## config.mk

```make
export PLATFORM = sky130hd
export DESIGN_NAME = jk_arbiter_ctrl
export DESIGN_NICKNAME = d
export VERILOG_FILES = /design/src/rtl/jk_arbiter_ctrl.sv
export SDC_FILE = /design/constraint.sdc
export NUM_CORES = 1
export LEC_CHECK = 0
export BUFFER_PORTS_ARGS = -buffer_cell sky130_fd_sc_hd__buf_4
export CORE_MARGIN = 4
export CORE_UTILIZATION = 48
export DETAILED_ROUTE_END_ITERATION = 8
export PLACE_DENSITY = 0.82
export SETUP_SLACK_MARGIN = 0.15
export SLEW_MARGIN = 20
export SYNTH_ARGS = -nofsm -noshare
export SYNTH_HDL_FRONTEND = slang
export SYNTH_SLANG_ARGS = --single-unit
```

## constraint.sdc

```tcl
create_clock -name clk -period 3.2 [get_ports clk]
set_input_delay 0.64 -clock clk [delete_from_list [all_inputs] [get_ports clk]]
set_output_delay 0.64 -clock clk [all_outputs]
set_load 0.02 [all_outputs]
```

## src/rtl/jk_arbiter_ctrl.sv

```systemverilog
// Round-robin arbiter that turns two requesters' hold/clear/set/toggle commands
// into J/K/En drives for a 4-bit JK bank, then checks the bank's readback.
module jk_arbiter_ctrl #(
  parameter bit CHECK_EN = 1'b1
) (
  input  logic       clk,
  input  logic       reset,
  input  logic       req0,
  input  logic       req1,
  input  logic [1:0] cmd0,
  input  logic [1:0] cmd1,
  input  logic [1:0] sel0,
  input  logic [1:0] sel1,
  input  logic [3:0] Q,
  input  logic       err_clr,
  output logic [3:0] En,
  output logic [3:0] J,
  output logic [3:0] K,
  output logic       gnt0,
  output logic       gnt1,
  output logic       busy,
  output logic       err,
  output logic [3:0] err_cnt
);

  typedef enum logic [1:0] {
    IDLE  = 2'd0,
    APPLY = 2'd1,
    CHECK = 2'd2
  } state_t;

  state_t     state_reg, state_next;
  logic       win_reg, win_next;    // 0 = requester 0, 1 = requester 1
  logic       last_reg, last_next;  // requester granted most recently
  logic [1:0] cmd_reg, cmd_next;
  logic [1:0] sel_reg, sel_next;
  logic       exp_reg, exp_next;
  logic       err_reg, err_next;
  logic [3:0] err_cnt_reg, err_cnt_next;
  logic       mismatch;
  logic       apply_phase;

  // Value a JK flip-flop holds after one enabled edge with the given command.
  function automatic logic jk_result(input logic [1:0] c, input logic q);
    logic r;
    case (c)
      2'b00:   r = q;
      2'b01:   r = 1'b0;
      2'b10:   r = 1'b1;
      default: r = ~q;
    endcase
    return r;
  endfunction

  always_ff @(posedge clk or negedge reset) begin
    if (!reset) begin
      state_reg   <= IDLE;
      win_reg     <= 1'b0;
      last_reg    <= 1'b1;
      cmd_reg     <= 2'b00;
      sel_reg     <= 2'b00;
      exp_reg     <= 1'b0;
      err_reg     <= 1'b0;
      err_cnt_reg <= 4'd0;
    end else begin
      state_reg   <= state_next;
      win_reg     <= win_next;
      last_reg    <= last_next;
      cmd_reg     <= cmd_next;
      sel_reg     <= sel_next;
      exp_reg     <= exp_next;
      err_reg     <= err_next;
      err_cnt_reg <= err_cnt_next;
    end
  end

  always_comb begin
    state_next = state_reg;
    win_next   = win_reg;
    last_next  = last_reg;
    cmd_next   = cmd_reg;
    sel_next   = sel_reg;
    exp_next   = exp_reg;
    case (state_reg)
      IDLE: begin
        if (req0 || req1) begin
          // Contention goes to whichever requester was not served last.
          win_next   = (req0 && req1) ? ~last_reg : req1;
          last_next  = win_next;
          cmd_next   = win_next ? cmd1 : cmd0;
          sel_next   = win_next ? sel1 : sel0;
          exp_next   = jk_result(cmd_next, Q[sel_next]);
          state_next = APPLY;
        end
      end
      APPLY:   state_next = CHECK;
      CHECK:   state_next = IDLE;
      default: state_next = IDLE;
    endcase
  end

  assign mismatch = CHECK_EN && (state_reg == CHECK) && (Q[sel_reg] != exp_reg);

  // A mismatch coincident with err_clr restarts the count at one.
  always_comb begin
    err_next     = err_reg;
    err_cnt_next = err_cnt_reg;
    if (mismatch) begin
      err_next = 1'b1;
      if (err_clr)
        err_cnt_next = 4'd1;
      else if (err_cnt_reg != 4'd15)
        err_cnt_next = err_cnt_reg + 4'd1;
    end else if (err_clr) begin
      err_next     = 1'b0;
      err_cnt_next = 4'd0;
    end
  end

  assign apply_phase = (state_reg == APPLY);

  generate
    for (genvar gi = 0; gi < 4; gi++) begin : g_drive
      assign En[gi] = apply_phase && (sel_reg == 2'(gi));
      assign J[gi]  = En[gi] & cmd_reg[1];
      assign K[gi]  = En[gi] & cmd_reg[0];
    end
  endgenerate

  assign gnt0    = apply_phase && !win_reg;
  assign gnt1    = apply_phase && win_reg;
  assign busy    = (state_reg != IDLE);
  assign err     = err_reg;
  assign err_cnt = err_cnt_reg;

endmodule
```

# Word level (Yosys, flattened, before mapping)
# Index checks and enable logic that the tools add are counted.
# word_totals
word_cells,65
reg_bits,14
input_bits,17
# op_classes
eq_ne,10
reduce_logical,18
magnitude_cmp,2
bitwise_logic,10
n_addsub,1
mux,16
# ops
op,count
4-bit 2-to-1 mux,4
1-bit AND,8
2-bit equality test (second input constant),4
1-bit logical AND,8
2-bit by 1-bit equality test with 1-bit output (second input constant),3
2-bit zero test,3
2-bit by 3-bit < comparator with 1-bit output (second input constant),2
2-bit 2-to-1 mux,3
2-bit nonzero test,3
1-bit 2-to-1 mux,5
4-bit by 1-bit adder with 4-bit output (second input constant),1
1-bit binary-select mux with 2-bit select,2
4-bit != test (second input constant),1
2-bit case mux with 2 select lines,1
2-bit AND reduction,2
1-bit case mux with 3 select lines,1
2-bit != test (second input constant),1
1-bit inverter,2
1-bit zero test,1
1-bit logical OR,1
1-bit != test,1

# Logic depth before layout (Yosys ltp)
# Gate-level depths: netlist (run 1).
# logic_depth
word_depth,7
mapped_depth,6

# Worst setup path before layout (run 1)
# No wires, ideal clock.
# synth_path
kind,register to output
startpoint,register state_reg[1]
endpoint,output J[2]
setup_slack_ns,1.064
path_stages_with_launch,4
arrival_time_ns,1.496
n_path_buf,0
path_cell_list,dfrtp_1 > nand2b_1 > nor3b_1 > and2_1
# synth_between
elab_chain_cells,3
# synth_lines
element,line,rtl
from (decl),32,"state_t state_reg, state_next;"
from (signal assigned),66,state_reg <= state_next;
2-bit by 1-bit equality test with 1-bit output,120,assign apply_phase = (state_reg == APPLY);
1-bit logical AND,124,assign En[gi] = apply_phase && (sel_reg == 2'(gi));
via En[2],16,"output logic [3:0] En,"
1-bit AND,125,assign J[gi] = En[gi] & cmd_reg[1];
to (decl),17,"output logic [3:0] J,"
# The timed path passes the listed nets, and every way through them passes these cells.

# Final worst setup path (run 1)
# layout_path
startpoint,register state_reg[1]
endpoint,output K[2]
# layout_between
elab_chain_cells,3
# layout_lines
element,line,rtl
2-bit by 1-bit equality test with 1-bit output,120,
1-bit logical AND,124,
1-bit AND,126,assign K[gi] = En[gi] & cmd_reg[0];
to (decl),18,"output logic [3:0] K,"
# Every way passes these cells.

==> results.toml, run 1 <==
[routing]
antenna_left = 0
num_vias = 749
dr.pass1.iters = 4
viasPerCell = 5.51
drt_iter0_markers = 15
routed_wl_um = 1850
drc = 0
avgRoutedWirePerCell_um = 13.6

[cts]
clock_sinks = 14
cts.clk_slew.worst_paths_ps = 80
cts_hold_buffers = 0
cts_root_buffer = "clkbuf_4"
clk_path_buf_depth = 2
cts_tree = "built"
h-tree-depth = 1
numCtsBuffers = 3
cts_setup_buffers = 0
clk_latency_ps = 270
cts_resized = 0

[power]
p_int_w = 0.000505
switching_share_pct = 42.6
power.leakage_nw = 0.566
ir_drop_v = 0.000422
switching_power_w = 0.000374
seq_power_share_pct = 36.2
pwr_density_cell_nw_per_um2 = 788
combinationalPowerShare_pct = 52.2
p_clk_share_pct = 11.6

[setup_path]
r2r_start = "sel_reg[0]"
crit_chain = "nand2b_1 > nor3b_1 > and2_1 > buf_4"
max_stage_delay_ps = 400
reg2reg_depth = 5
r2r_slack_ps = 1370
crit_fanout = 4
r2r-end = "err_cnt[1]"
crit_buf_inv = 1
cp-end-kind = "output pin"
worstPathRequired_ps = 2560
crit_arrival_ps = 1530
startpoint = "state_reg[1]"
setup.worst_path.start_class = "flop"
path_delay_family = "simple AND/OR/NAND/NOR gates"
cp_slowest_cell = "dfrtp_1"
path_class = "flop to output pin"

[synthesis]
syn_nets = 98
syn-cell-area_sq_um = 800
synth_top_area_share_pct = 40.7
synthCells = 80
syn_avg_cell_area_sq_um = 9.99
ys_seq_elements = 14
synth.distinct_cells = 31
ys_seq_area_share_pct = 44.0
synth_top_cell_by_area = "dfrtp_1"
synth_area_leaders = "dfrtp_1 (41%), mux2i_1 (8.8%), and2_1 (7.0%)"
yosys_warnings = 0

[sta]
rsz0062_at_grt = "false"
fin_tns_setup_ps = 0
post-route-min-period_ps = 2170
drv_slew = 0
hold_violations = 0
maxSlewHeadroom_pct = 69.2
setup_violations = 0
max_freq_ghz = 0.460
fin_skew_ps = 7.63
worst_slew_pin_slew_ps = 459
post-route-period-util_pct = 67.9

[placed_design]
place_inst = 132
io_buffers = 36
place.gp.congestion = 0.736
dp_hpwl_um = 1540

[die]
die_x_um = 48.8
ios = 37
rows = 14
dieArea_sq_um = 2380
start_util_pct = 51.9
die_h_um = 48.8
core_sq_um = 1540

[status]
status = "complete, no violations"

[cells_and_area]
final_cells = 136
finalNetCount = 139
largest_register_ffs = 4
final_layout_size_suffix_gt1_share_pct = 39.2
syn2layout_area_growth_pct = 39.6
diodes = 0

[global_route]
antenna_found_initial = 0
grt_pass1_vias = 763
grt_usage_pct = 16.8
grt.overflow.total = 0
grt_pass1_wl_um = 3260
grt_start_max_net_pins = 15

[run]
cap_viol_max_count = 0

[worst_hold_path]
worstHoldPathType = "input pin to async pin"
[metal layers]
metal / share of wire [%] / GRT usage [%] / wire [um] / vias up
met4: 0.49 / 4.93 / 9 / 0
met2: 55 / 30.4 / 1020 / 25
met3: 6.4 / 5.50 / 118 / 2
met5: 0 / 0 / 0 / -
met1: 38 / 18.2 / 708 / 355
li1: - / - / - / 367
[area by class of cell]
class	instances	area, sq um
flip-flops and latches	14	352
fillers	114	425
repair buffers	36	270
inverters	4	15.0
well taps	16	20.0
clock buffers	4	26.3
multi-input cells	62	433
[stage by stage]
stage / hold WS, ps / power (W) / area (sq um) / worst slack (ps) / util, %
2_1_floorplan: 344 / 0.000611 / 800 / 1060 / -
3_3_place_gp: 496 / 0.000768 / 1090 / 1080 / 70.7
3_5_place_dp: 498 / 0.000784 / 1090 / 1010 / 70.7
4_1_cts: 192 / 0.000888 / 1120 / 1010 / 72.4
5_1_grt: 183 / 0.000949 / 1120 / 810 / 72.4
6_report: 193 / 0.000879 / 1120 / 1030 / 72.4
[kinds of logic after synthesis]
| family | synth area share (%) |
|---|---|
| xor+xnor | 3.13 |
| fa+ha+maj | 1.56 |
| mux | 11.6 |
| flops | 44.0 |
| simple gates | 22.2 |
| compound gates | 15.6 |
| buf+inv | 1.88 |
[Yosys cell counts]
cell type  instances
a21boi_0           1
a21boi_2           1
a21o_2             1
a21oi_1            3
a22o_1             1
a22oi_1            1
a311oi_1           1
a31oi_1            2
and2_1             9
and3_2             1
dfrtp_1           13
dfstp_2            1
ha_1               1
inv_1              4
mux2i_1            7
mux4_2             1
nand2_1            6
nand2b_1           3
nand3_1            1
nand4_1            1
nor2_1             5
nor2_2             1
nor2b_1            1
nor3_1             2
nor3b_1            1
nor3b_2            1
o21a_1             2
o21ai_0            5
o21ai_1            1
xnor2_1            1
xnor2_2            1
[how the worst max path moves through the flow]
| stage | end | depth (start not counted) | slack, ps |
|---|---|---|---|
| floorplan | J[2] | 3 | 1060 |
| global placement | exp_reg | 6 | 1080 |
| detailed placement | exp_reg | 6 | 1010 |
| CTS | K[2] | 4 | 1010 |
| global route | J[2] | 4 | 810 |
| finish | K[2] | 4 | 1030 |
[power by group through the flow]
stage               clock network (W)  registers (W)  logic, W
floorplan                           0       0.000310  0.000301
global placement                    0       0.000318  0.000450
detailed placement                  0       0.000322  0.000462
CTS                          0.000106       0.000318  0.000464
global route                 0.000117       0.000331  0.000501
finish                       0.000102       0.000318  0.000459
[cell usage in the layout (no fill, tap or decap), types with 2 or more instances in the layout]
master | netlist | routed
dfrtp_1 | 13 | 13
o21ai_0 | 5 | 5
nor2_1 | 5 | 5
clkbuf_4 | 0 | 3
inv_1 | 4 | 4
o21a_1 | 2 | 2
a31oi_1 | 2 | 2
nand2_1 | 6 | 6
buf_4 | 0 | 36
nor3_1 | 2 | 2
a21oi_1 | 3 | 3
and2_1 | 9 | 9
nand2b_1 | 3 | 3
mux2i_1 | 7 | 7
[worst register-to-register path: cells and delay by family (launching register included)]
family | cells | cell delay [ps]
and+or+nand+nor | 2 | 300
DFF | 1 | 470
muxes | 2 | 770
xor gates and xnor gates | 1 | 170
Power figures use the tool's default switching activity.
==> run 2, diff against run 1 <==
--- a/config.mk
+++ b/config.mk
@@ -7,9 +7,9 @@
 export LEC_CHECK = 0
 export BUFFER_PORTS_ARGS = -buffer_cell sky130_fd_sc_hd__buf_4
 export CORE_MARGIN = 4
-export CORE_UTILIZATION = 48
+export CORE_UTILIZATION = 45
 export DETAILED_ROUTE_END_ITERATION = 8
-export PLACE_DENSITY = 0.82
+export PLACE_DENSITY = 0.77
 export SETUP_SLACK_MARGIN = 0.15
 export SLEW_MARGIN = 20
 export SYNTH_ARGS = -nofsm -noshare
==> constraint.sdc (replaced) <==
create_clock -name clk -period 2.2 [get_ports clk]
set_input_delay 0.44 -clock clk [delete_from_list [all_inputs] [get_ports clk]]
set_output_delay 0.44 -clock clk [all_outputs]
set_load 0.02 [all_outputs]
==> run 2 against run 1 <==
  * Critical endpoint is now K[1]
  * Global-route usage increased by 0.071 points
  * Critical path type unchanged
  * Clock skew decreased by 5.4 ps
  * Clock-buffer cell count unchanged
  * Critical path depth up 2
  * Hold slack improved by 140 ps
  * Wire length increased by 2.6%
  * Sequential power is 46% higher
  * Sequential share of layout area shrank 0.89 points
  * Register-to-register slack worse by 1000 ps
  * Power rose by 48%
==> results.toml, run 2 (synthesis gave the netlist of run 1 again) <==
[status]
status = "complete, no violations"

[worst_hold_path]
worstHoldPathType = "input pin to flop"
hold_start = "req0"

[routing]
avgRoutedWirePerCell_um = 13.0
dr.pass1.iters = 3
num_vias = 744
drc = 0
antenna_left = 0
drt_iter0_markers = 12
routed_wl_um = 1900
viasPerCell = 5.10

[power]
power.leakage_nw = 0.576
ir_drop_v = 0.000567
pwr_density_cell_nw_per_um2 = 1130

[global_route]
grt_pass1_vias = 773
grt.overflow.total = 0
grt_pass1_wl_um = 3280
antenna_found_initial = 0
grt_start_max_net_pins = 15
grt_usage_pct = 16.8

[cts]
clock_sinks = 14
cts.clk_slew.worst_paths_ps = 80
numCtsBuffers = 3
cts_tree = "built"
h-tree-depth = 1
clk_path_buf_depth = 2
cts_root_buffer = "clkbuf_4"
clk_latency_ps = 270

[cells_and_area]
largest_register_ffs = 4
mostFrequentLayoutCell = "buf_4"
finalNetCount = 141
syn2layout_area_growth_pct = 43.7
layout_common_cells = "buf_4 (37), dfrtp_1 (13), and2_1 (9)"
diodes = 0
fill_cells = 120
final_layout_size_suffix_gt1_share_pct = 40.2

[placed_design]
dp_hpwl_um = 1560
place_ws_ps = 292
place.gp.congestion = 0.821
io_buffers = 36

[setup_path]
setup.worst_path.start_class = "flop"
worstPathRequired_ps = 1760
crit_arrival_ps = 1510
r2r_start = "sel_reg[0]"
path_delay_family = "simple AND/OR/NAND/NOR gates"
crit_chain = "nand2b_1 > inv_1 > nand2_1 > nor2_1 > and2_1 > buf_4"
crit_end = "K[1]"
crit_buf_inv = 2
cp_num_cells = 6
cp-end-kind = "output pin"
crit_fanout = 4
max_stage_delay_ps = 400
startpoint = "state_reg[1]"
reg2reg_depth = 5
path_class = "flop to output pin"
cp_slowest_cell = "dfrtp_1"
r2r-end = "err_cnt[1]"
r2r_slack_ps = 360

[die]
core_sq_um = 1590
rows = 14
die_x_um = 50.2
dieArea_sq_um = 2520
start_util_pct = 50.2
ios = 37
die_h_um = 50.2

[sta]
drv_slew = 0
post-route-period-util_pct = 88.7
post-route-min-period_ps = 1950
hold_violations = 0
maxSlewHeadroom_pct = 76.8
fin_skew_ps = 2.19
fin_ws_ps = 248
worst_slew_pin_slew_ps = 339
fin_tns_setup_ps = 0
max_freq_ghz = 0.512
setup_violations = 0
rsz0062_at_grt = "false"

[run]
cap_viol_max_count = 0
[run 2: cell count changes in the layout (fill, tap and decap cells not counted), sizes merged]
cell,change
buf,+1
dlygate4sd3,+1
[run 2: worst register-to-register path: stages (launching register included)]
cell     delay, ps
dfrtp_1        480
mux4_2         570
xnor2_2        170
nor3b_2        250
mux2i_1        210
nor2_1          60
[run 2: routing by layer]
metal | share of wire [%] | wire [um] | GRT usage [%] | up-vias
met5 | 0 | 0 | 0 | -
met4 | 1.1 | 21 | 6.91 | 0
met3 | 5.2 | 98 | 3.85 | 4
met2 | 50 | 960 | 29.3 | 24
met1 | 43 | 821 | 19.9 | 347
li1 | - | - | - | 369
[run 2: layout make-up]
cell class / count / area (sq um) / area share, %
Multi-Input combinational cell: 62 / 438 / 38.1
Sequential cell: 14 / 352 / 30.6
Timing Repair Buffer: 38 / 288 / 25.1
Tap cell: 24 / 30.0 / 2.61
Clock buffer: 4 / 26.3 / 2.29
Inverter: 4 / 15.0 / 1.31
[run 2: where the power goes]
group | switching [W] | internal [W]
clock network | 0.0000794 | 0.0000702
logic | 0.000366 | 0.000319
registers | 0.000106 | 0.000360
total | 0.000551 | 0.000749
[run 2: repair_timing]
item,4_1_cts,5_1_grt
buffers inserted,0,0
setup endpoints to repair,0,2
resized for setup,0,1
hold buffers,1,0
hold endpoints to repair,13,0
[run 2: how the worst min path moves through the flow]
stage | slack, ps | cells after the start | end
4_1_cts | 330 | 2 | last_reg
5_1_grt | 330 | 2 | last_reg
6_report | 330 | 2 | last_reg
3_5_place_dp | 300 | 1 | err_cnt[0]
2_1_floorplan | 140 | 0 | cmd_reg[0]
3_3_place_gp | 300 | 1 | err_cnt[0]
[run 2: stage by stage]
step / hold slack, ps / utilization (%) / area, sq um / cells / total power [W]
6_report: 333 / 72.1 / 1150 / 146 / 0.00130
4_1_cts: 326 / 71.7 / 1140 / 146 / 0.00131
3_3_place_gp: 296 / 69.5 / 1110 / 141 / 0.00114
2_1_floorplan: 144 / - / 800 / 80 / 0.000888
5_1_grt: 328 / 72.1 / 1150 / 146 / 0.00141
3_5_place_dp: 298 / 69.5 / 1110 / 141 / 0.00116
==> run 3, diff against run 2 <==
--- a/config.mk
+++ b/config.mk
@@ -7,9 +7,9 @@
 export LEC_CHECK = 0
 export BUFFER_PORTS_ARGS = -buffer_cell sky130_fd_sc_hd__buf_4
 export CORE_MARGIN = 4
-export CORE_UTILIZATION = 45
+export CORE_UTILIZATION = 48
 export DETAILED_ROUTE_END_ITERATION = 8
-export PLACE_DENSITY = 0.77
+export PLACE_DENSITY = 0.82
 export SETUP_SLACK_MARGIN = 0.15
 export SLEW_MARGIN = 20
 export SYNTH_ARGS = -nofsm -noshare
==> constraint.sdc (replaced) <==
create_clock -name clk -period 2.5 [get_ports clk]
set_input_delay 0.5 -clock clk [delete_from_list [all_inputs] [get_ports clk]]
set_output_delay 0.5 -clock clk [all_outputs]
set_load 0.02 [all_outputs]
==> run 3 against run 2 <==
  * Critical path depth is 2 lower
  * First-iteration DRC count stayed put
  * Die area is 5.3% lower
  * Critical path type unchanged
==> results.toml, run 3 (synthesis gave the netlist of run 1 again) <==
[sta]
rsz0062_at_grt = "false"
post-route-period-util_pct = 81.3
maxSlewHeadroom_pct = 69.2
post-route-min-period_ps = 2030
drv_slew = 0
hold_violations = 0
max_freq_ghz = 0.492
worst_slew_pin_slew_ps = 459
setup_violations = 0
fin_skew_ps = 8.11
fin_tns_setup_ps = 0

[global_route]
grt_pass1_wl_um = 3310
grt_pass1_vias = 774
grt_start_max_net_pins = 15
grt_use_met2_pct = 30.4
grt_usage_pct = 17.1
grtUsageMet3_pct = 5.50
grt.overflow.total = 0
top_usage_layer = "met2"
gr-usage-met1_pct = 18.6
antenna_found_initial = 0

[cells_and_area]
syn2layout_area_growth_pct = 39.6
layout_common_cells = "buf_4 (36), dfrtp_1 (13), and2_1 (9)"
largest_register_ffs = 4
diodes = 0
fin_util_pct = 72.4
mostFrequentLayoutCell = "buf_4"
final_layout_size_suffix_gt1_share_pct = 39.2
finalNetCount = 139
fill_cells = 115
design_area_sq_um = 1120

[placed_design]
place.gp.congestion = 0.736
io_buffers = 36
dp_hpwl_um = 1550
place_area_sq_um = 1090

[setup_path]
r2r_start = "sel_reg[0]"
crit_fanout = 4
cp-end-kind = "output pin"
r2r_slack_ps = 670
worstPathRequired_ps = 2000
crit_chain = "nand2b_1 > nor3b_1 > and2_1 > buf_4"
crit_arrival_ps = 1530
r2r-end = "err_cnt[1]"
cp_slowest_cell = "dfrtp_1"
setup.worst_path.start_class = "flop"
reg2reg_depth = 5
path_class = "flop to output pin"
max_stage_delay_ps = 400

[die]
ios = 37
start_util_pct = 51.9
die_x_um = 48.8
die_h_um = 48.8
dieArea_sq_um = 2380
rows = 14
core_sq_um = 1540

[routing]
routed_wl_um = 1920
antenna_left = 0
dr.pass1.iters = 4
drc = 0
num_vias = 760
viasPerCell = 5.59
drt_iter0_markers = 12
avgRoutedWirePerCell_um = 14.1

[cts]
cts_resized = 0
cts_hold_buffers = 0
clock_sinks = 14
cts_root_buffer = "clkbuf_4"
cts_tree = "built"
clk_path_buf_depth = 2
cts_setup_buffers = 0
numCtsBuffers = 3
clk_latency_ps = 280
h-tree-depth = 1
cts.clk_slew.worst_paths_ps = 90

[power]
seq_power_share_pct = 36.2
pwr_density_cell_nw_per_um2 = 1010
p_clk_share_pct = 11.6
p_int_w = 0.000646
switching_power_w = 0.000482
ir_drop_v = 0.000540
power.leakage_nw = 0.566
combinationalPowerShare_pct = 52.2
switching_share_pct = 42.7

[status]
status = "complete, no violations"

[run]
cap_viol_max_count = 0

[worst_hold_path]
worstHoldPathType = "input pin to async pin"
run 3: changes by cell type in the layout (fill, tap and decap cells not counted):
cell           previous run  this run
nor3b_1                   0         1
nor3b_2                   2         1
buf_4                    37        36
dlygate4sd3_1             1         0
run 3: how the worst max path moves through the flow:
stage	from	endpoint	slack, ps	cells after the start
floorplan	state_reg[1]	J[2]	500	3
global placement	req0	exp_reg	520	6
detailed placement	req0	exp_reg	450	6
CTS	state_reg[1]	K[2]	450	4
global route	state_reg[1]	J[2]	250	4
finish	state_reg[1]	K[2]	470	4
run 3: metal layers:
metal | up-vias | routed length [um]
met4 | 0 | 25
met5 | - | 0
li1 | 365 | -
met3 | 4 | 136
met2 | 34 | 1040
met1 | 357 | 720
run 3: cell type report:
type	instances	area [sq um]	share of cell area [%]
Tap cell	16	20.0	1.79
Multi-Input combinational cell	62	433	38.8
Timing Repair Buffer	36	270	24.2
Inverter	4	15.0	1.35
Sequential cell	14	352	31.5
Clock buffer	4	26.3	2.35
run 3: per-stage QoR:
stage / instances / hold slack (ps) / setup WS [ps] / power (W)
2_1_floorplan: 80 / 204 / 504 / 0.000782
3_3_place_gp: 132 / 357 / 525 / 0.000983
3_5_place_dp: 132 / 358 / 451 / 0.00100
4_1_cts: 136 / 51.9 / 453 / 0.00114
5_1_grt: 136 / 41.3 / 248 / 0.00122
6_report: 136 / 55.4 / 468 / 0.00113
run 3: critical path: cells and delay by family, from the launching register on:
kind / cells / cell delay (ps)
buffers and inverters: 1 / 140
DFF: 1 / 400
and+or+nand+nor: 3 / 720
run 3: power by group through the flow:
stage	Clock, W	Combinational, W	Sequential (W)
2_1_floorplan	0	0.000385	0.000397
3_3_place_gp	0	0.000576	0.000407
3_5_place_dp	0	0.000592	0.000412
4_1_cts	0.000136	0.000594	0.000407
5_1_grt	0.000151	0.000641	0.000424
6_report	0.000131	0.000589	0.000409
